### src/rtl/msg_uart_tx.sv
// Serializes a 16-character message buffer onto a UART TX line, oldest byte first, LSB first (8N1).
// Define MSG_UART_TX_PARITY_EN to insert an even-parity bit after the data bits (8E1).
module msg_uart_tx #(
    parameter int CLKS_PER_BIT = 1042,
    parameter int NUM_BYTES    = 16,
    localparam int IDX_W  = (NUM_BYTES > 1) ? $clog2(NUM_BYTES) : 1,
    localparam int BAUD_W = $clog2(CLKS_PER_BIT)
) (
    input  logic                   clk,
    input  logic                   nrst,
    input  logic [8*NUM_BYTES-1:0] msg_in,
    input  logic                   send,
    input  logic                   abort,
    output logic                   tx,
    output logic                   busy,
    output logic                   done,
    output logic [IDX_W-1:0]       byte_idx
);

    localparam logic [BAUD_W-1:0] BAUD_LAST = BAUD_W'(CLKS_PER_BIT - 1);
    localparam logic [IDX_W-1:0]  IDX_LAST  = IDX_W'(NUM_BYTES - 1);

    typedef enum logic [2:0] {
        IDLE,
        START,
        DATA,
`ifdef MSG_UART_TX_PARITY_EN
        PARITY,
`endif
        STOP
    } state_t;

    state_t                 state;
    logic [BAUD_W-1:0]      baud_cnt;
    logic [2:0]             bit_cnt;
    logic [8*NUM_BYTES-1:0] shift_reg;
    logic [7:0]             cur_byte;
    logic [2:0]             next_bit;
    logic                   baud_wrap;

    // The byte on the line always sits in the top 8 bits; the register shifts left one byte per frame.
    assign cur_byte  = shift_reg[8*NUM_BYTES-1 -: 8];
    assign next_bit  = bit_cnt + 3'd1;
    assign baud_wrap = (baud_cnt == BAUD_LAST);

    always_ff @(posedge clk or negedge nrst) begin
        if (!nrst) begin
            state     <= IDLE;
            tx        <= 1'b1;
            busy      <= 1'b0;
            done      <= 1'b0;
            byte_idx  <= '0;
            baud_cnt  <= '0;
            bit_cnt   <= '0;
            shift_reg <= '0;
        end else begin
            done <= 1'b0;
            if (state != IDLE) begin
                baud_cnt <= baud_wrap ? '0 : baud_cnt + 1'b1;
            end

            if (state != IDLE && abort) begin
                state    <= IDLE;
                tx       <= 1'b1;
                busy     <= 1'b0;
                byte_idx <= '0;
                baud_cnt <= '0;
                bit_cnt  <= '0;
            end else begin
                case (state)
                    IDLE: begin
                        // abort has priority over send even when idle
                        if (send && !abort) begin
                            shift_reg <= msg_in;
                            state     <= START;
                            tx        <= 1'b0;
                            busy      <= 1'b1;
                            baud_cnt  <= '0;
                            bit_cnt   <= '0;
                            byte_idx  <= '0;
                        end
                    end
                    START: begin
                        if (baud_wrap) begin
                            state   <= DATA;
                            bit_cnt <= '0;
                            tx      <= cur_byte[0];
                        end
                    end
                    DATA: begin
                        if (baud_wrap) begin
                            if (bit_cnt == 3'd7) begin
`ifdef MSG_UART_TX_PARITY_EN
                                state <= PARITY;
                                tx    <= ^cur_byte;
`else
                                state <= STOP;
                                tx    <= 1'b1;
`endif
                            end else begin
                                bit_cnt <= next_bit;
                                tx      <= cur_byte[next_bit];
                            end
                        end
                    end
`ifdef MSG_UART_TX_PARITY_EN
                    PARITY: begin
                        if (baud_wrap) begin
                            state <= STOP;
                            tx    <= 1'b1;
                        end
                    end
`endif
                    STOP: begin
                        if (baud_wrap) begin
                            if (byte_idx != IDX_LAST) begin
                                byte_idx  <= byte_idx + 1'b1;
                                shift_reg <= shift_reg << 8;
                                state     <= START;
                                tx        <= 1'b0;
                            end else begin
                                state    <= IDLE;
                                tx       <= 1'b1;
                                busy     <= 1'b0;
                                done     <= 1'b1;
                                byte_idx <= '0;
                            end
                        end
                    end
                    default: begin
                        state <= IDLE;
                        tx    <= 1'b1;
                        busy  <= 1'b0;
                    end
                endcase
            end
        end
    end

endmodule
### config.mk
export PLATFORM = sky130hd
export DESIGN_NAME = msg_uart_tx
export DESIGN_NICKNAME = d
export VERILOG_FILES = /design/src/rtl/msg_uart_tx.sv
export SDC_FILE = /design/constraint.sdc
export NUM_CORES = 1
export LEC_CHECK = 0
export BUFFER_PORTS_ARGS = -buffer_cell sky130_fd_sc_hd__buf_2
export CORE_UTILIZATION = 55
export DETAILED_ROUTE_END_ITERATION = 8
export GPL_TIMING_DRIVEN = 0
export PLACE_DENSITY_LB_ADDON = 0.12
export SYNTH_ARGS = -nofsm -noshare
export SYNTH_HDL_FRONTEND = slang
export SYNTH_SLANG_ARGS = --single-unit
### constraint.sdc
create_clock -name clk -period 4 [get_ports clk]
set_input_delay 0.6 -clock clk [delete_from_list [all_inputs] [get_ports clk]]
set_output_delay 0.6 -clock clk [all_outputs]
set_load 0.05 [all_outputs]
==> flow_summary.ini, run 1 <==
[cells_and_area]
design_area_mm2 = 0.00872
area_growth_pct = 21.2
fin_nets = 990
drive_above_1_share = 0.225
largest_reg_flops = 128

[worst_setup_path]
criticalPathCategory = reg2reg
rr_startpoint = baud_cnt[1]$_DFF_PN0_
crit_family = simple AND/OR/NAND/NOR gates
slowest_delay_ns = 0.58
crit_slowest_cell = or4bb_1
r2r-end = shift_reg[60]$_DFFE_PN0P_
crit_arrival_ns = 3.34
worstPathCellList = inv_1, ha_1, or4bb_1, or3_4, a2111o_1, buf_2, buf_6, buf_6, nand2_1, o21ai_1
cp-end-kind = flop
crit_path_start_kind = flop
r2r_slack_ns = 0.95
cp.required_ns = 4.28
crit_buf_inv = 4
reg2reg_depth = 10
path_max_fanout = 10
timing.critical_path.mode_cell = buf_6

[route]
ant_nets = 0
via_per_inst = 5.55
drc = 0
wire_per_inst_um = 16.7
via_count = 5743
drt-initial-drc-count = 377
firstDrtPassIters = 5
wirelength_um = 17300

[synth]
yosys-top-cells-area = dfrtp_1 52%, mux2i_1 17%, o21ai_1 8.4%
synth_edf_count = 0
ys.flop_type = dfrtp_1
synthCells = 691
synth_area_per_cell_um2 = 10.4
ys_ff_latch = 151
ys_types = 45
yosys.area.top_type = dfrtp_1
yosysTopAreaCellShare = 0.521
synth_fp_nets = 832
ys_top_cells_by_count = 150 x dfrtp_1, 134 x nand2_1, 121 x mux2i_1, 121 x o21ai_1, 26 x clkbuf_1
synth_most_common_cell = dfrtp_1
synth-async-reset-ratio = 1.00
synth_seq_area_share = 0.525
syn_area_mm2 = 0.00720
yosys_warnings = 0

[die]
die_h_um = 116
start_util = 0.568
placementRows = 41
core-area_mm2 = 0.0127
io_pins = 139
dieArea_mm2 = 0.0136
die_w_um = 116

[grt]
grt_usage = 0.275
overflow = 0
first_global_vias = 5773
grt_pass1_wl_um = 28000
grt_max_degree = 99
antenna_found_initial = 2

[timing]
max_freq_mhz = 327
rsz0062_at_grt = false
fin_skew_ns = 0.00820
setup_tns_ns = 0
fin_crit_sh = 0.764
tightest_slew_ns = 1.23
holdWs_ns = 0.130
setup_viol_count_final = 0
finalHoldViolCount = 0
slew_viol_final = 0
period_minus_slack_ns = 3.05
relSlewSlack = 0.175

[power]
power_density_mw_per_mm2 = 782
intPower_mw = 4.25
swShare = 0.377
combPwrFrac = 0.391
power.switching_mw = 2.57
pwr-share-clk = 0.229
power_frac_seq = 0.380
ir_drop_mv = 0.373
power.leakage_nw = 4.01

[cts]
tritoncts = done
post_cts_buffers = 0
clk_pin_slew_worst_paths_ns = 0.06
cts_buffers = 17
clockBufferDepth = 2
hold_buffers = 0
worstSkewPairLatency_ns = 0.43
htree_levels = 4
cts-root-buf = clkbuf_16
cts.sinks = 151
post_cts_resized = 0

[job]
cap_viol_max_count = 0

[place]
postPlaceCellArea_mm2 = 0.00814
port_buffers = 138
gp_congestion = 0.847
dp_hpwl_um = 12500

[outcome]
outcome = finished, final reports clean

[hold_path]
hold_path_class = in2async
logic make-up (layout without fill, tap and decap cells):
kind of cell,Yosys count,in the layout,synth area share
and+or+nand+nor,183,183,0.107
other,0,1,0
muxes,124,124,0.176
AOI/OAI and AO/OA,162,162,0.124
adders and majority gates,9,9,0.0156
DFF,151,151,0.525
xor gates and xnor gates,7,7,0.00852
buffers and inverters,55,226,0.0436
per-layer routing:
layer | vias up | global-route usage | part of all wire
met4 | 0 | 0.101 | 0.020
met5 | - | 0 | 0
met3 | 26 | 0.0659 | 0.052
met1 | 2807 | 0.351 | 0.45
li1 | 2746 | - | -
met2 | 164 | 0.457 | 0.48
worst register-to-register path: stages (launching register included):
cell	delay (ns)
dfrtp_1	0.40
inv_1	0.09
ha_1	0.14
or4bb_1	0.58
or3_4	0.39
a2111o_1	0.54
buf_2	0.26
buf_6	0.19
buf_6	0.15
nand2_1	0.09
o21ai_1	0.08
cells in the final DEF, fill, tap and decap left out, drive strengths merged, types with 3 or more instances in the layout:
master and n:
buf 155, dfrtp 150, nand2 134, o21ai 133, mux2i 121, clkbuf 45, nor2 19, inv 13
nor3 10, ha 9, a22o 8, clkinvlp 6, nand3 5, clkinv 5, a21oi 4, xnor2 4
nand4 4, xor2 3
power groups by stage:
stage / logic, mW / registers (mW) / clock network (mW)
floorplan: 1.99 / 2.52 / 0
global placement: 2.54 / 2.56 / 0
CTS: 2.68 / 2.58 / 1.59
global route: 2.98 / 2.66 / 1.65
finish: 2.67 / 2.59 / 1.57
detailed placement: 2.66 / 2.60 / 0
through the flow:
stage                     setup slack (ns)  std cells  total power [mW]  utilization
after global routing                 0.771       1034              7.29        0.688
after global placement               0.242       1001              5.11        0.640
after detailed placement             0.996       1002              5.26        0.642
after CTS                            0.930       1034              6.85        0.688
after floorplan                       1.39        691              4.51            -
final                                0.946       1035              6.82        0.689
how the worst max path moves through the flow:
| stage | start | end | slack (ns) | cells past startpoint |
|---|---|---|---|---|
| 2_1_floorplan | baud_cnt[1]$_DFF_PN0_ | shift_reg[127]$_DFFE_PN0P_ | 1.39 | 10 |
| 5_1_grt | state[1]$_DFFE_PN0P_ | shift_reg[13]$_DFFE_PN0P_ | 0.77 | 9 |
| 4_1_cts | baud_cnt[1]$_DFF_PN0_ | shift_reg[60]$_DFFE_PN0P_ | 0.93 | 10 |
| 3_5_place_dp | baud_cnt[1]$_DFF_PN0_ | shift_reg[60]$_DFFE_PN0P_ | 1.0 | 10 |
| 6_report | baud_cnt[1]$_DFF_PN0_ | shift_reg[60]$_DFFE_PN0P_ | 0.95 | 10 |
| 3_3_place_gp | nrst | shift_reg[21]$_DFFE_PN0P_ | 0.24 | 1 |
layout make-up:
class / instances / area [um2]
fill: 991 / 3950
timing repair buffer: 139 / 724
multi-input combinational: 485 / 3110
buffer: 42 / 265
inverter: 13 / 48.8
clock inverter: 13 / 130
clock buffer: 19 / 453
tap: 172 / 215
sequential: 151 / 3780
antenna: 1 / 2.50
(Power assumes the default switching activity.)
==> run 2: changes to the inputs <==
- clock period: 4 -> 3.07 ns (I/O delays scaled with it)
==> run 2 against run 1 <==
  * Clock skew decreased by 0.0017 ns
  * Sequential share of layout area shrank 0.12 points
  * Fmax rose by 4.1%
  * Critical path depth is the same
  * Global-route usage hardly changed
  * Utilization increased by 0.20 points
  * Flip-flop and latch count unchanged
  * Via count is essentially flat
  * Design area increased by 0.29%
  * Register-to-register slack worse by 0.81 ns
  * Count of clock-buffer cells in the layout did not move
==> flow_summary.ini, run 2 (synthesis gave the netlist of run 1 again) <==
[timing]
rsz0062_at_grt = false
slew_viol_final = 0
period_minus_slack_ns = 2.94
setup_tns_ns = 0
fin_skew_ns = 0.00646
tightest_slew_ns = 1.23
max_freq_mhz = 341
finalHoldViolCount = 0
relSlewSlack = 0.173
setup_viol_count_final = 0
holdWs_ns = 0.250
fin_crit_sh = 0.956

[die]
die_w_um = 116
core-area_mm2 = 0.0127
dieArea_mm2 = 0.0136
placementRows = 41
io_pins = 139
die_h_um = 116
start_util = 0.568

[worst_setup_path]
worst-path-stages = 10
critPathCapture = shift_reg[60]$_DFFE_PN0P_
timing.critical_path.mode_cell = buf_6
r2r_slack_ns = 0.13
worstPathCellList = inv_1, ha_1, or4bb_1, or3_4, a2111o_1, buf_2, buf_6, buf_6, nand2_1, o21ai_1
criticalPathCategory = reg2reg
crit_arrival_ns = 3.22
slowest_delay_ns = 0.59
rr_startpoint = baud_cnt[1]$_DFF_PN0_
path_max_fanout = 10
reg2reg_depth = 10
r2r-end = shift_reg[60]$_DFFE_PN0P_
crit_family = simple AND/OR/NAND/NOR gates
cp-end-kind = flop
crit_slowest_cell = or4bb_1
startpoint = baud_cnt[1]$_DFF_PN0_
crit_buf_inv = 4
crit_path_start_kind = flop
cp.required_ns = 3.35

[cells_and_area]
largest_reg_flops = 128
area_growth_pct = 21.5
nFillCells = 988
layout_common_cells = 150 x dfrtp_1, 139 x buf_2, 134 x nand2_1
fin_nets = 992
drive_above_1_share = 0.229
layout_commonest_cell = dfrtp_1

[route]
via_per_inst = 5.54
via_count = 5741
wire_per_inst_um = 16.7
wirelength_um = 17300
ant_nets = 0
firstDrtPassIters = 7
drt-initial-drc-count = 400
drc = 0

[cts]
cts.sinks = 151
cts-root-buf = clkbuf_16
tritoncts = done
worstSkewPairLatency_ns = 0.42
clk_pin_slew_worst_paths_ns = 0.06
clockBufferDepth = 2
htree_levels = 4
cts_buffers = 17

[hold_path]
hold_path_class = in2reg

[power]
ir_drop_mv = 0.486
fin_total_pwr_mw = 8.90
power_density_mw_per_mm2 = 1020
power.leakage_nw = 4.02

[place]
gp_congestion = 0.847
port_buffers = 138
dp_hpwl_um = 12500

[grt]
grt_usage = 0.276
grt_max_degree = 99
antenna_found_initial = 2
first_global_vias = 5785
overflow = 0
grt_pass1_wl_um = 28000

[outcome]
outcome = finished, final reports clean

[job]
cap_viol_max_count = 0
[run 2: worst reg2reg max path, delay by kind of cell, from the launching register on]
family                   cells  cell delay [ns]
AO/OA/AOI/OAI                2             0.51
adder cells (fa/ha/maj)      1             0.14
buffers and inverters        4             0.66
flip-flops                   1             0.40
AND/OR/NAND/NOR              3             1.08
[run 2: layout make-up]
cell class              count  area [um2]  share of cell area
clock inverters            13         130              0.0149
diodes                      1        2.50            0.000286
repair buffers            141         742              0.0848
flip-flops and latches    151        3780               0.432
plain buffers              42         268              0.0306
clock buffers              19         453              0.0518
well taps                 172         215              0.0246
multi-input cells         485        3110               0.355
inverters                  13        48.8             0.00558
[run 2: repair_timing]
action | CTS | global route
setup buffers | 0 | 1
endpoints found under the hold margin | 4 | 0
hold buffers | 1 | 0
endpoints found under the setup margin | 0 | 121
resized for setup | 0 | 5
[run 2: worst min path at each step]
stage | slack, ns | endpoint | startpoint | cells past startpoint
after floorplan | 0.16 | baud_cnt[0]$_DFF_PN0_ | nrst | 0
after global placement | 0.47 | shift_reg[39]$_DFFE_PN0P_ | shift_reg[39]$_DFFE_PN0P_ | 2
after detailed placement | 0.45 | shift_reg[106]$_DFFE_PN0P_ | nrst | 1
after CTS | 0.24 | shift_reg[5]$_DFFE_PN0P_ | msg_in[5] | 2
after global routing | 0.25 | shift_reg[2]$_DFFE_PN0P_ | msg_in[2] | 2
final | 0.25 | shift_reg[5]$_DFFE_PN0P_ | msg_in[5] | 2
[run 2: per-layer routing]
layer / global-route usage / vias up / share of wire
met5: 0 / - / 0
met4: 0.101 / 0 / 0.021
met3: 0.0659 / 27 / 0.050
met2: 0.458 / 150 / 0.48
met1: 0.351 / 2809 / 0.45
li1: - / 2755 / -
[run 2: where the power goes]
part / internal, mW / total (mW) / switching, mW
registers: 2.86 / 3.37 / 0.517
logic: 1.46 / 3.49 / 2.03
clock network: 1.23 / 2.04 / 0.811
total: 5.55 / 8.90 / 3.35
[run 2: stage by stage]
| step | std cells | instance area (um2) | setup WS [ns] | utilization |
|---|---|---|---|---|
| 2_1_floorplan | 691 | 7200 | 0.465 | - |
| 5_1_grt | 1036 | 8750 | 0.0118 | 0.690 |
| 3_5_place_dp | 1002 | 8140 | 0.0663 | 0.642 |
| 6_report | 1037 | 8750 | 0.135 | 0.691 |
| 3_3_place_gp | 1001 | 8110 | -0.548 | 0.640 |
| 4_1_cts | 1035 | 8730 | 0.000357 | 0.689 |
